`src/rtl/match_window_counter.sv`:
```
// match_window_counter
//   Counts one-cycle match pulses from the 1101 sequence detector over
//   back-to-back frames of WINDOW clock cycles and hands each frame count to
//   the next stage through a one-entry valid/ready buffer. A frame that
//   closes while the buffer is still occupied is lost and the sticky
//   `dropped` flag is set.
//
//   Optional feature macro: MATCH_CNT_SAT_EN
//     defined   -> the accumulator saturates at 2^CW-1
//     undefined -> the accumulator wraps modulo 2^CW
//
//   state | meaning
//   ------+--------------------------------------------------------------
//   IDLE  | counting disabled; wcnt/acc held at 0, match ignored
//   RUN   | counting a frame; close edge at wcnt == WINDOW-1
module match_window_counter #(
    parameter int WINDOW = 16,
    parameter int CW     = 8
) (
    input  logic          clk,
    input  logic          rst,
    input  logic          match,
    input  logic          enable,
    output logic [CW-1:0] cnt_data,
    output logic          cnt_valid,
    input  logic          cnt_ready,
    output logic          dropped
);

    localparam int WW = (WINDOW > 2) ? $clog2(WINDOW) : 1;
    localparam logic [WW-1:0] WLAST = WW'(WINDOW - 1);

    typedef enum logic {
        IDLE = 1'b0,
        RUN  = 1'b1
    } state_t;

    state_t        state_q, state_d;
    logic [WW-1:0] wcnt_q, wcnt_d;
    logic [CW-1:0] acc_q, acc_d;
    logic [CW-1:0] data_q, data_d;
    logic          valid_q, valid_d;
    logic          dropped_q, dropped_d;
    logic [CW-1:0] acc_inc;
    logic          consume;

`ifdef MATCH_CNT_SAT_EN
    logic [CW:0] acc_sum;

    // Saturating increment: a carry out pins the accumulator at all-ones.
    always_comb begin
        acc_sum = {1'b0, acc_q} + (CW + 1)'(match);
        acc_inc = acc_sum[CW] ? {CW{1'b1}} : acc_sum[CW-1:0];
    end
`else
    // Wrapping increment modulo 2^CW.
    always_comb begin
        acc_inc = acc_q + CW'(match);
    end
`endif

    // Next-state logic for the frame FSM, counters and output buffer.
    always_comb begin
        state_d   = state_q;
        wcnt_d    = wcnt_q;
        acc_d     = acc_q;
        data_d    = data_q;
        valid_d   = valid_q;
        dropped_d = dropped_q;
        consume   = valid_q & cnt_ready;

        // A consume with no load at this edge empties the buffer; a load
        // below overrides this so a simultaneous consume+load has no bubble.
        if (consume) begin
            valid_d = 1'b0;
        end

        case (state_q)
            IDLE: begin
                wcnt_d = '0;
                acc_d  = '0;
                if (enable) begin
                    state_d = RUN;
                end
            end
            RUN: begin
                if (!enable) begin
                    // Abort: partial frame is discarded, buffer untouched.
                    state_d = IDLE;
                    wcnt_d  = '0;
                    acc_d   = '0;
                end else if (wcnt_q == WLAST) begin
                    wcnt_d = '0;
                    acc_d  = '0;
                    if (!valid_q || consume) begin
                        data_d  = acc_inc;
                        valid_d = 1'b1;
                    end else begin
                        dropped_d = 1'b1;
                    end
                end else begin
                    wcnt_d = wcnt_q + WW'(1);
                    acc_d  = acc_inc;
                end
            end
            default: begin
                state_d = IDLE;
                wcnt_d  = '0;
                acc_d   = '0;
            end
        endcase
    end

    // State and output registers with asynchronous active-low reset.
    always_ff @(posedge clk or negedge rst) begin
        if (!rst) begin
            state_q   <= IDLE;
            wcnt_q    <= '0;
            acc_q     <= '0;
            data_q    <= '0;
            valid_q   <= 1'b0;
            dropped_q <= 1'b0;
        end else begin
            state_q   <= state_d;
            wcnt_q    <= wcnt_d;
            acc_q     <= acc_d;
            data_q    <= data_d;
            valid_q   <= valid_d;
            dropped_q <= dropped_d;
        end
    end

    assign cnt_data  = data_q;
    assign cnt_valid = valid_q;
    assign dropped   = dropped_q;

endmodule

```
`config.mk`:
```
export PLATFORM = sky130hd
export DESIGN_NAME = match_window_counter
export DESIGN_NICKNAME = d
export VERILOG_FILES = /design/src/rtl/match_window_counter.sv
export SDC_FILE = /design/constraint.sdc
export NUM_CORES = 1
export LEC_CHECK = 0
export ABC_AREA = 1
export BUFFER_PORTS_ARGS = -buffer_cell sky130_fd_sc_hd__buf_4
export CORE_AREA = 2 2 56 58
export CTS_BUF_LIST = sky130_fd_sc_hd__clkbuf_4 sky130_fd_sc_hd__clkbuf_8
export DETAILED_ROUTE_END_ITERATION = 10
export DIE_AREA = 0 0 58 60
export HOLD_SLACK_MARGIN = 0.1
export PLACE_DENSITY = 0.54
export SLEW_MARGIN = 20
export SYNTH_ARGS = -nofsm -noshare
export SYNTH_HDL_FRONTEND = slang
export SYNTH_SLANG_ARGS = --single-unit
```
`constraint.sdc`:
```
create_clock -name clk -period 1.82 [get_ports clk]
set_clock_uncertainty 0.2 [all_clocks]
set_input_delay 0.182 -clock clk [delete_from_list [all_inputs] [get_ports clk]]
set_output_delay 0.182 -clock clk [all_outputs]
set_load 0.02 [all_outputs]
```
After elaboration in Yosys (flattened, before gate mapping)
Cells that the tools add are included.
- multipliers: 0
- add/subtract/negate cells: 2
- divide/modulo/power cells: 0
- reductions and logical operators: 4
- bitwise logic cells: 3
- shifts and indexed selects: 0
- muxes and demuxes: 12
- $lt $le $gt $ge: 0
- eq/ne operators: 1
- operator list (kind ; number):
    $mux 8 ; 2
    $pmux 8 s2 ; 1
    $add 8x1->8 ; 1
    $mux 4 ; 2
    $pmux 4 s2 ; 1
    $reduce_and 4->1 ; 2
    $mux 1 ; 6
    $add 4x1->4 const B ; 1
    $eq 4x4->1 const B ; 1
    $not 1->1 ; 2
    $and 1x1->1 ; 1
    $logic_not 1->1 ; 1
    $logic_or 1x1->1 ; 1
- memory bits (writable): 0
- input bits: 5
- logic and storage cells: 28
- latch bits: 0
- ROM bits: 0
- memories kept: 0
- flip-flop bits (word level): 23

Depth between registers and ports, before layout
Gate-level depths: netlist (run 1).
- depth after elaboration: 6
- depth in mapped cells: 7
- gate-level depth less buffers: 7

Worst setup path after synthesis (run 1)
OpenSTA, ideal clock, no wires.
- path kind: reg2reg
- from: register wcnt_q[0]
- to: register data_q[1] (netlist: cnt_data[1])
- period minus slack after synthesis: 1.385 ns
- setup time: 0.124 ns
- arrival: 1.061 ns
- setup slack: 0.435 ns
- cell stages (with the launch flop): 8
- required time: 1.496 ns
- cell sequence: dfrtp_1 ha_1 nand2_2 nor2_4 nand3_4 buf_6 nand2_1 o21ai_2
- word-level cells in the longest chain between the ends: 2
- RTL lines (what ; line ; text):
    from (decl) ; 39 ; logic [WW-1:0] wcnt_q, wcnt_d;
    from (signal assigned) ; 125 ; wcnt_q <= wcnt_d;
    $eq 4x4->1 ; 92 ; end else if (wcnt_q == WLAST) begin
    $reduce_and 4->1 (no line) ; -- ;
    to (signal assigned) ; 127 ; data_q <= data_d;
    to (decl) ; 41 ; logic [CW-1:0] data_q, data_d;
No other way between the ends.
A chain may end at the register's enable or synchronous reset.

Worst setup path in the final report (run 1)
- from: input match
- to: register data_q[3] (netlist: cnt_data[3])
- word-level cells in the longest chain between the ends: 1
- RTL lines (what ; line ; text):
    from (decl) ; 22 ; input logic match,
    $add 8x1->8 ; 58 ; acc_inc = acc_q + CW'(match);
No other way between the ends.

==> results.md, run 1 <==
STA:
- Setup violations remaining at the end of the flow were counted as 0.
- The final number of hold-violating endpoints is 0.
- Setup total negative slack on the finished layout was measured at 0 ns.
- The max-slew violation total from the final report is 0.
- The max-slew headroom at the worst pin is 0.724.
- The fmax is 651 MHz.
- The portion of the clock cycle consumed by the worst path in the final layout is 0.844.
- After layout, the worst setup slack is 0.284 ns.
- The pin slew with the least headroom to its limit is 0.414 ns.
- Setup repair after global routing left no endpoint under its margin.
- The minimum clock period after layout is 1.54 ns.

Worst setup path:
- STA classifies the critical path startpoint as an input port.
- STA classifies the critical path endpoint as a flip-flop.
- The critical path is of the in -> reg type.
- Of all nets on the critical path, the largest fanout is 3.
- Data arrives at the worst endpoint at 1.55 ns.
- The worst path required time is 1.84 ns.

Logic synthesis:
- The share of the Yosys chip area taken by registers is 0.547.
- Synthesis produced 113 cells.
- In this run, synthesis produced a sequential element count of 23.
- The cell area that synthesis handed to floorplanning was 0.00105 mm2.
- Synthesis produced a netlist with a net count of 121.
- Of the total synthesized cell area, the portion taken by AND, OR, NAND and NOR gates is 0.265.
- The compound-cell area share of the yosys netlist is 0.0737.
- The count of warnings emitted by yosys is 0.
- After synthesis, the largest family of logic cells by area is simple AND/OR/NAND/NOR gates.
- The number of distinct library cells after synthesis is 19.
- Of the total synthesized cell area, the portion taken by full adders, half adders and majority gates is 0.0357.
- After synthesis, the mean cell area works out to 9.31 um2.
- The portion of synthesized area spent on multiplexers is 0.
- Of the total synthesized cell area, the portion taken by XOR and XNOR cells is 0.0250.

Die:
- The initialized floorplan defines 20 standard-cell rows.
- The width of the die is 58 um.
- In this run the count of I/O pins placed on the die edge is 15.
- The initial standard-cell utilization of the core is 0.362.
- The height of the chip is 60 um.
- The area of the core is 0.00290 mm2.
- The floorplan step defined a die boundary enclosing 0.00348 mm2.

Cells and area:
- The final net count is 144.
- The proportion of layout cells with a drive suffix above 1 is 0.222.
- 0 antenna diodes ended up in the layout.
- The area growth from synthesis to layout is 20.5%.

Run status:
- The run finished with clean final reports.

Global route:
- The initial antenna violation count was 0.
- The final global-route overflow total is 0.
- The total routing resource utilization after global routing is 0.118.
- The number of global-route vias before repair is 720.
- Entering global routing, the biggest net connects 24 pins.
- The first global-routing pass estimated 3.04 mm of wire.

Clock tree:
- The CTS tree is built.
- In this run the deepest clock path goes through 2 buffers.
- Clock tree synthesis selected as its root buffer the cell sky130_fd_sc_hd__clkbuf_4.
- The clock-pin transition on the worst setup and hold timing paths is 0.14 ns.
- The worst-skew pair later-pin latency is 0.32 ns.
- The clock sink count is 23.
- The deepest level of the CTS H-tree is 1.
- Counting the buffers created by CTS gives 3.

Placement:
- Port buffering added 14 buffers.
- The HPWL after detailed placement is 1.26 mm.
- At the placement stage, the worst setup path has a slack of 0.356 ns.
- The weighted congestion reported at the end of routability-driven placement is 0.766.

Detailed routing:
- The number of antenna-violating nets in the routed design is 0.
- After detailed routing, the number of vias per cell comes to 4.55.
- The routed layout has 764 vias.
- The first-pass iteration count of the detailed router is 3.
- In this run, the number of DRC markers left after iteration 0 of detailed routing was 9.
- Dividing the detail-routed wire length by the instance count gives 10.3 um.
- The total routed wirelength is 1.73 mm.
- In the routed design, unresolved DRC markers number 0.

Pwr:
- The static leakage is 0.620 nW.
- The highest ir drop seen on vdd is 0.379 mV.
- The total power divided by cell area is 636 mW/mm2.

Min path:
- The min-delay analysis places its worst path in the category reg -> reg.

Flow run:
- The max-capacitance violation count is 0.
-- where the power goes --
group          switching (mW)  internal (mW)  total [mW]
combinational          0.0249         0.0175      0.0425
clock                   0.162         0.0838       0.246
sequential            0.00283          0.516       0.518
-- final timing paths --
check,from,end,slack [ns],cells past startpoint
hold reg to reg,wcnt_q[0],wcnt_q[0],0.28,1
max in group asynchronous,rst,wcnt_q[1],0.56,3
min in group asynchronous,rst,acc_q[4],0.62,3
setup / recovery,match,cnt_data[3],0.28,6
setup reg to reg,wcnt_q[0],cnt_data[2],0.35,6
hold / removal,wcnt_q[0],wcnt_q[0],0.28,1
-- worst max-delay path: stages --
cell,delay (ns)
sky130_fd_sc_hd__dlygate4sd3_1,0.53
sky130_fd_sc_hd__buf_4,0.14
sky130_fd_sc_hd__ha_1,0.22
sky130_fd_sc_hd__nand3_1,0.15
sky130_fd_sc_hd__xor2_1,0.24
sky130_fd_sc_hd__o21ai_1,0.09
-- metal layers --
layer | routed length [um] | GRT usage
met2 | 852 | 0.198
met1 | 817 | 0.149
met5 | 0 | 0
met3 | 48 | 0.0195
met4 | 13 | 0.0598
-- cells by family after synthesis --
| kind of cell | after synthesis |
|---|---|
| and+or+nand+nor | 59 |
| xor gates and xnor gates | 3 |
| adders and majority gates | 3 |
| buffers and inverters | 13 |
| DFF | 23 |
| AOI/OAI and AO/OA | 12 |
-- per-stage QoR --
stage / power [mW] / hold slack [ns] / cell area (um2) / cells / util
final: 0.806 / 0.281 / 1270 / 168 / 0.437
after global routing: 0.850 / 0.290 / 1270 / 168 / 0.437
after CTS: 0.825 / 0.281 / 1270 / 168 / 0.437
after detailed placement: 0.564 / -0.102 / 1190 / 159 / 0.409
after global placement: 0.563 / -0.108 / 1190 / 159 / 0.409
after floorplan: 0.542 / -0.314 / 1050 / 113 / -
-- cells in the mapped netlist --
cell / n / area share
sky130_fd_sc_hd__nand3_1: 6 / 0.029
sky130_fd_sc_hd__xor2_1: 2 / 0.017
sky130_fd_sc_hd__buf_6: 1 / 0.011
sky130_fd_sc_hd__xnor2_1: 1 / 0.0083
sky130_fd_sc_hd__nor3b_1: 1 / 0.0071
sky130_fd_sc_hd__nor2_4: 3 / 0.032
sky130_fd_sc_hd__ha_1: 3 / 0.036
sky130_fd_sc_hd__nor2_1: 12 / 0.043
sky130_fd_sc_hd__o21ai_2: 4 / 0.033
sky130_fd_sc_hd__inv_1: 12 / 0.043
sky130_fd_sc_hd__o21bai_1: 1 / 0.0071
sky130_fd_sc_hd__nor2_2: 1 / 0.0059
sky130_fd_sc_hd__nand2_1: 32 / 0.11
sky130_fd_sc_hd__a21oi_1: 3 / 0.014
sky130_fd_sc_hd__nand2_2: 3 / 0.018
sky130_fd_sc_hd__o21ai_0: 2 / 0.0095
sky130_fd_sc_hd__nand3_4: 1 / 0.017
sky130_fd_sc_hd__dfrtp_1: 23 / 0.55
sky130_fd_sc_hd__o21ai_1: 2 / 0.0095
-- registers in the layout, indices dropped and copies added (netlist names) --
name and count:
acc_q 8, cnt_data 8, wcnt_q 4, cnt_valid 1, state_q 1, dropped 1
-- cell type report --
class | count | area, um2
clock buffers | 3 | 22.5
clock inverters | 1 | 7.51
fillers | 296 | 1640
inverters | 12 | 45.0
multi-input cells | 77 | 420
flip-flops and latches | 23 | 576
well taps | 33 | 41.3
repair buffers | 19 | 155
-- cell usage in the layout (no fill, tap or decap) --
cell,instances
sky130_fd_sc_hd__a21oi_1,3
sky130_fd_sc_hd__buf_4,14
sky130_fd_sc_hd__clkbuf_4,3
sky130_fd_sc_hd__clkinvlp_4,1
sky130_fd_sc_hd__dfrtp_1,23
sky130_fd_sc_hd__dlygate4sd3_1,5
sky130_fd_sc_hd__ha_1,3
sky130_fd_sc_hd__inv_1,12
sky130_fd_sc_hd__nand2_1,32
sky130_fd_sc_hd__nand2_2,3
sky130_fd_sc_hd__nand3_1,6
sky130_fd_sc_hd__nand3_4,1
sky130_fd_sc_hd__nor2_1,12
sky130_fd_sc_hd__nor2_2,1
sky130_fd_sc_hd__nor2_4,3
sky130_fd_sc_hd__nor3b_1,1
sky130_fd_sc_hd__o21ai_0,2
sky130_fd_sc_hd__o21ai_1,2
sky130_fd_sc_hd__o21ai_2,4
sky130_fd_sc_hd__o21bai_1,1
sky130_fd_sc_hd__xnor2_1,1
sky130_fd_sc_hd__xor2_1,2
-- repair_timing --
action | CTS | global route
hold buffers | 5 | 0
resized for setup | 0 | 0
hold endpoints to repair | 33 | 0
setup buffers | 0 | 0
No activity file was read; power rests on OpenSTA's default activity.
==> run 2, diff against run 1 <==
--- a/config.mk
+++ b/config.mk
@@ -5,14 +5,14 @@
 export SDC_FILE = /design/constraint.sdc
 export NUM_CORES = 1
 export LEC_CHECK = 0
-export ABC_AREA = 1
+export ABC_AREA = 0
 export BUFFER_PORTS_ARGS = -buffer_cell sky130_fd_sc_hd__buf_4
-export CORE_AREA = 2 2 56 58
+export CORE_AREA = 2 2 54 56
 export CTS_BUF_LIST = sky130_fd_sc_hd__clkbuf_4 sky130_fd_sc_hd__clkbuf_8
 export DETAILED_ROUTE_END_ITERATION = 10
-export DIE_AREA = 0 0 58 60
+export DIE_AREA = 0 0 56 58
 export HOLD_SLACK_MARGIN = 0.1
-export PLACE_DENSITY = 0.54
+export PLACE_DENSITY = 0.57
 export SLEW_MARGIN = 20
 export SYNTH_ARGS = -nofsm -noshare
 export SYNTH_HDL_FRONTEND = slang
==> constraint.sdc (replaced) <==
create_clock -name clk -period 1.3 [get_ports clk]
set_clock_uncertainty 0.2 [all_clocks]
set_input_delay 0.13 -clock clk [delete_from_list [all_inputs] [get_ports clk]]
set_output_delay 0.13 -clock clk [all_outputs]
set_load 0.02 [all_outputs]
==> run 2 against run 1 <==
The flow now finishes with violations (negative setup slack); routed wire length is 34% higher; flip-flop and latch count unchanged; clock-buffer cell count up 1; worst hold slack got worse by 0.21 ns; critical path depth decreased by 2; setup slack worse by 0.54 ns; area after synthesis fell by 6.7%; die area down 6.7%; sequential share of layout area fell by 6.0 points; clock power is 45% higher; core utilization increased by 11 points.
==> results.md, run 2 <==
Clock tree:
- In this run the number of H-tree levels came out at 1.
- At the later pin of the worst-skew pair, clock insertion delay measures 0.31 ns.
- The CTS tree is built.
- The count of hold buffers inserted by post-cts repair is 3.
- The maximum buffer depth of the clock tree is 2.
- Counting the buffers created by CTS gives 3.
- The clock sink count is 23.
- The clock-pin transition on the worst setup and hold timing paths is 0.13 ns.
- The clock tree root buffer cell is sky130_fd_sc_hd__clkbuf_4.

Die:
- The die covers 0.00325 mm2.
- After floorplanning, the core was divided into 19 placement rows.
- The boundary pin count is 15.
- The total area inside the core boundary comes to 0.00266 mm2.
- The floorplan step set the die width to 56 um.
- In this run the vertical extent of the chip is 58 um.
- The initial utilization of the core area, before any placement, comes to 0.369.

STA:
- In the post-route analysis, the smallest setup slack over all paths is -0.255 ns.
- The setup violation total in the final timing report is 20.
- The max-slew violation total from the final report was 0.
- The fmax is 643 MHz.
- The pin slew with the least headroom to its limit is 0.306 ns.
- The final number of hold-violating endpoints is 0.
- Setup repair after global routing could not meet its margin everywhere.
- Subtracting the final worst setup slack from the clock period gives 1.56 ns.
- The portion of the clock cycle consumed by the worst path in the final layout is 1.20.
- The max-slew headroom at the worst pin is 0.795.

Logic synthesis:
- Sorting the synthesized cells by area gives the leading types as sky130_fd_sc_hd__dfrtp_1, sky130_fd_sc_hd__a31oi_1, sky130_fd_sc_hd__xor2_1.
- Yosys mapped a number of flops with a built-in enable equal to 0.
- A synthesized cell averages 11.3 um2.
- The cell count after synthesis is 87.
- The most frequent cell after synthesis is sky130_fd_sc_hd__dfrtp_1.
- The number of storage elements in the synthesis netlist is 23.
- The Yosys step of the flow raised 0 warnings.
- The cell area that synthesis handed to floorplanning was 982 um2.
- The number of distinct library cells after synthesis is 26.
- Of the synthesized area, sequential elements account for 0.586.
- The post-synthesis async set-or-reset flop share is 1.00.
- Of the post-synthesis cell area, the dominant cell type holds 0.586.
- Ranked by instance count, the synthesized netlist is headed by sky130_fd_sc_hd__dfrtp_1, sky130_fd_sc_hd__a31oi_1, sky130_fd_sc_hd__a21oi_1, sky130_fd_sc_hd__nor2_1, sky130_fd_sc_hd__nand2_1.
- The top flip-flop cell by instance count after synthesis is sky130_fd_sc_hd__dfrtp_1.
- The net count after synthesis is 95.
- Of all cell types, the one taking the most synthesized area is sky130_fd_sc_hd__dfrtp_1.

Worst setup path:
- Traced cell by cell, the critical path runs through ha_2 > nand4_1 > or3_4 > a31oi_1.
- The critical path contains buffers and inverters numbering 0 combined.
- The worst setup path is of the reg -> reg kind.
- The largest single stage delay on the critical path is 0.39 ns.
- In this run the number of cells on the critical path is 4.
- In this design, the largest share of critical-path delay is due to simple AND/OR/NAND/NOR gates.
- STA puts the critical path data arrival time at 1.60 ns.
- The depth of the most critical reg-to-reg path is 4.
- The endpoint type of the worst setup path is a flip-flop.
- The library cell contributing the largest single delay on the critical path is sky130_fd_sc_hd__dfrtp_1.
- In this run the worst path has a maximum fanout of 3.
- The flop-to-flop setup slack is -0.26 ns.
- STA classifies the critical path startpoint as a flip-flop.
- STA puts the critical path data required time at 1.34 ns.

Placement:
- The HPWL after detailed placement is 1.57 mm.
- Buffers placed on the I/O ports in this run total 14.
- The congestion estimate from routability-driven global placement came to 0.846.
- The post-placement cell area is 0.00125 mm2.
- The worst slack at placement is -0.208 ns.
- The number of cells in the design after placement is 144.

Global route:
- The first global-routing pass estimated 3.71 mm of wire.
- The final global-route overflow total is 0.
- The number of global-route vias before repair is 824.
- The initial antenna violation count is 0.
- Entering global routing, the biggest net connects 24 pins.
- The total routing resource utilization after global routing is 0.148.

Detailed routing:
- The first-pass iteration count of the detailed router is 4.
- Using the TritonRoute via totals, the vias-per-cell ratio works out to 5.05.
- For this run, design rule violations remaining after detail routing come to 0.
- The number of DRC markers in iteration 0 is 21.
- Detailed routing inserted a total of 783 vias.
- Once detail routing completed, the nets flagged for antenna violations numbered 0.
- Summed over all layers, the routed wires come to 2.33 mm.
- The average detailed-routed wire length per instance is 15.0 um.

Pwr:
- The highest ir drop seen on vdd is 0.617 mV.
- The clock power share is 0.302.
- For this design the total switching power over the nets is 271 uW.
- The relative contribution of combinational cells to total power is 0.082.
- The total power divided by cell area is 807 mW/mm2.
- The static leakage is 0.678 nW.
- Of the total power, registers draw 0.616.
- Of the total power, the share spent switching nets is 0.230.
- The internal power summed over all cells is 907 uW.

Cells and area:
- The footprint of the multi-input gates is 500 um2.
- The area growth from synthesis to layout is 48.8%.
- The proportion of layout cells with a drive suffix above 1 is 0.532.
- The final net count is 133.
- The finished layout holds 155 standard cells, fillers aside.
- The layout filler cell count is 234.
- Summing all non-filler instances in the final layout gives an area of 0.00146 mm2.
- Leaving out fill and tap cells, the most frequent cell in the layout is sky130_fd_sc_hd__buf_4.
- The number of antenna cells inserted is 0.
- Registers take 576 um2.
- Leaving out fill and tap cells, the most frequent cells in the layout are sky130_fd_sc_hd__buf_4, sky130_fd_sc_hd__dfrtp_1, sky130_fd_sc_hd__a31oi_1, sky130_fd_sc_hd__nor2_4, sky130_fd_sc_hd__nand2_1.

Run status:
- The flow ran to the end, but the final reports show violations.
- The checks that failed: negative setup slack.

Flow run:
- The max-capacitance violation count is 0.

Min path:
- The instance count along the most critical hold path is 3.
- The min-delay analysis places its worst path in the category in -> reg.
[run 2: cell types whose count changed after synthesis, moves of 4 or more]
cell	before	now
sky130_fd_sc_hd__nand2_1	32	6
sky130_fd_sc_hd__inv_1	12	1
sky130_fd_sc_hd__a31oi_1	0	9
sky130_fd_sc_hd__nor2_1	12	7
sky130_fd_sc_hd__a21oi_1	3	7
sky130_fd_sc_hd__nand3_1	6	2
sky130_fd_sc_hd__o21ai_2	4	0
[run 2: repair_timing]
action	4_1_cts	5_1_grt
setup buffers	3	2
pin swaps	4	5
endpoints found under the hold margin	29	2
endpoints found under the setup margin	21	21
gates resized for setup	6	22
[run 2: final cells by class]
cell class | instances | share of cell area
tap | 31 | 0.0265
timing repair buffer | 38 | 0.214
multi-input combinational | 58 | 0.342
inverter | 1 | 0.00257
sequential | 23 | 0.394
clock buffer | 4 | 0.0205
[run 2: worst min-delay path, cell delays in order]
cell and delay, ns:
sky130_fd_sc_hd__buf_4 0.09, sky130_fd_sc_hd__ha_2 0.19, sky130_fd_sc_hd__mux2_4 0.14
[run 2: per-stage QoR]
stage          setup TNS, ns   util  power, mW  hold slack, ns
4_1_cts                -3.04  0.508       1.17          0.0426
2_1_floorplan          -3.28      -      0.764          -0.366
3_5_place_dp           -2.73  0.468      0.805          -0.158
3_3_place_gp           -2.23  0.468      0.804          -0.159
5_1_grt                -4.45  0.549       1.23          0.0483
6_report               -3.07  0.549       1.18          0.0665
[run 2: routing by layer]
| metal | vias up | wire (um) | global-route usage |
|---|---|---|---|
| li1 | 381 | - | - |
| met1 | 392 | 1120 | 0.199 |
| met2 | 8 | 1140 | 0.240 |
| met3 | 2 | 57 | 0.0268 |
| met4 | 0 | 13 | 0.0612 |
| met5 | - | 0 | 0 |
[run 2: power groups by stage]
stage / clock [mW] / sequential, mW / combinational [mW]
2_1_floorplan: 0 / 0.739 / 0.0244
3_3_place_gp: 0 / 0.739 / 0.0650
3_5_place_dp: 0 / 0.740 / 0.0654
4_1_cts: 0.367 / 0.726 / 0.0758
5_1_grt: 0.394 / 0.727 / 0.106
6_report: 0.356 / 0.726 / 0.0970
[run 2: cells by family after synthesis]
| group | after synthesis | share of synthesized area |
|---|---|---|
| compound gates | 21 | 0.131 |
| flops | 23 | 0.586 |
| mux | 1 | 0.0153 |
| buf+inv | 6 | 0.0293 |
| simple gates | 27 | 0.147 |
| xor+xnor | 6 | 0.0535 |
| fa+ha+maj | 3 | 0.0382 |
[run 2: final timing paths]
path | startpoint | to
setup / recovery | acc_q[0] | cnt_data[6]
hold / removal | match | cnt_data[0]
setup reg to reg | acc_q[0] | cnt_data[6]
hold reg to reg | dropped | dropped
max in group asynchronous | rst | cnt_data[2]
min in group asynchronous | rst | acc_q[3]
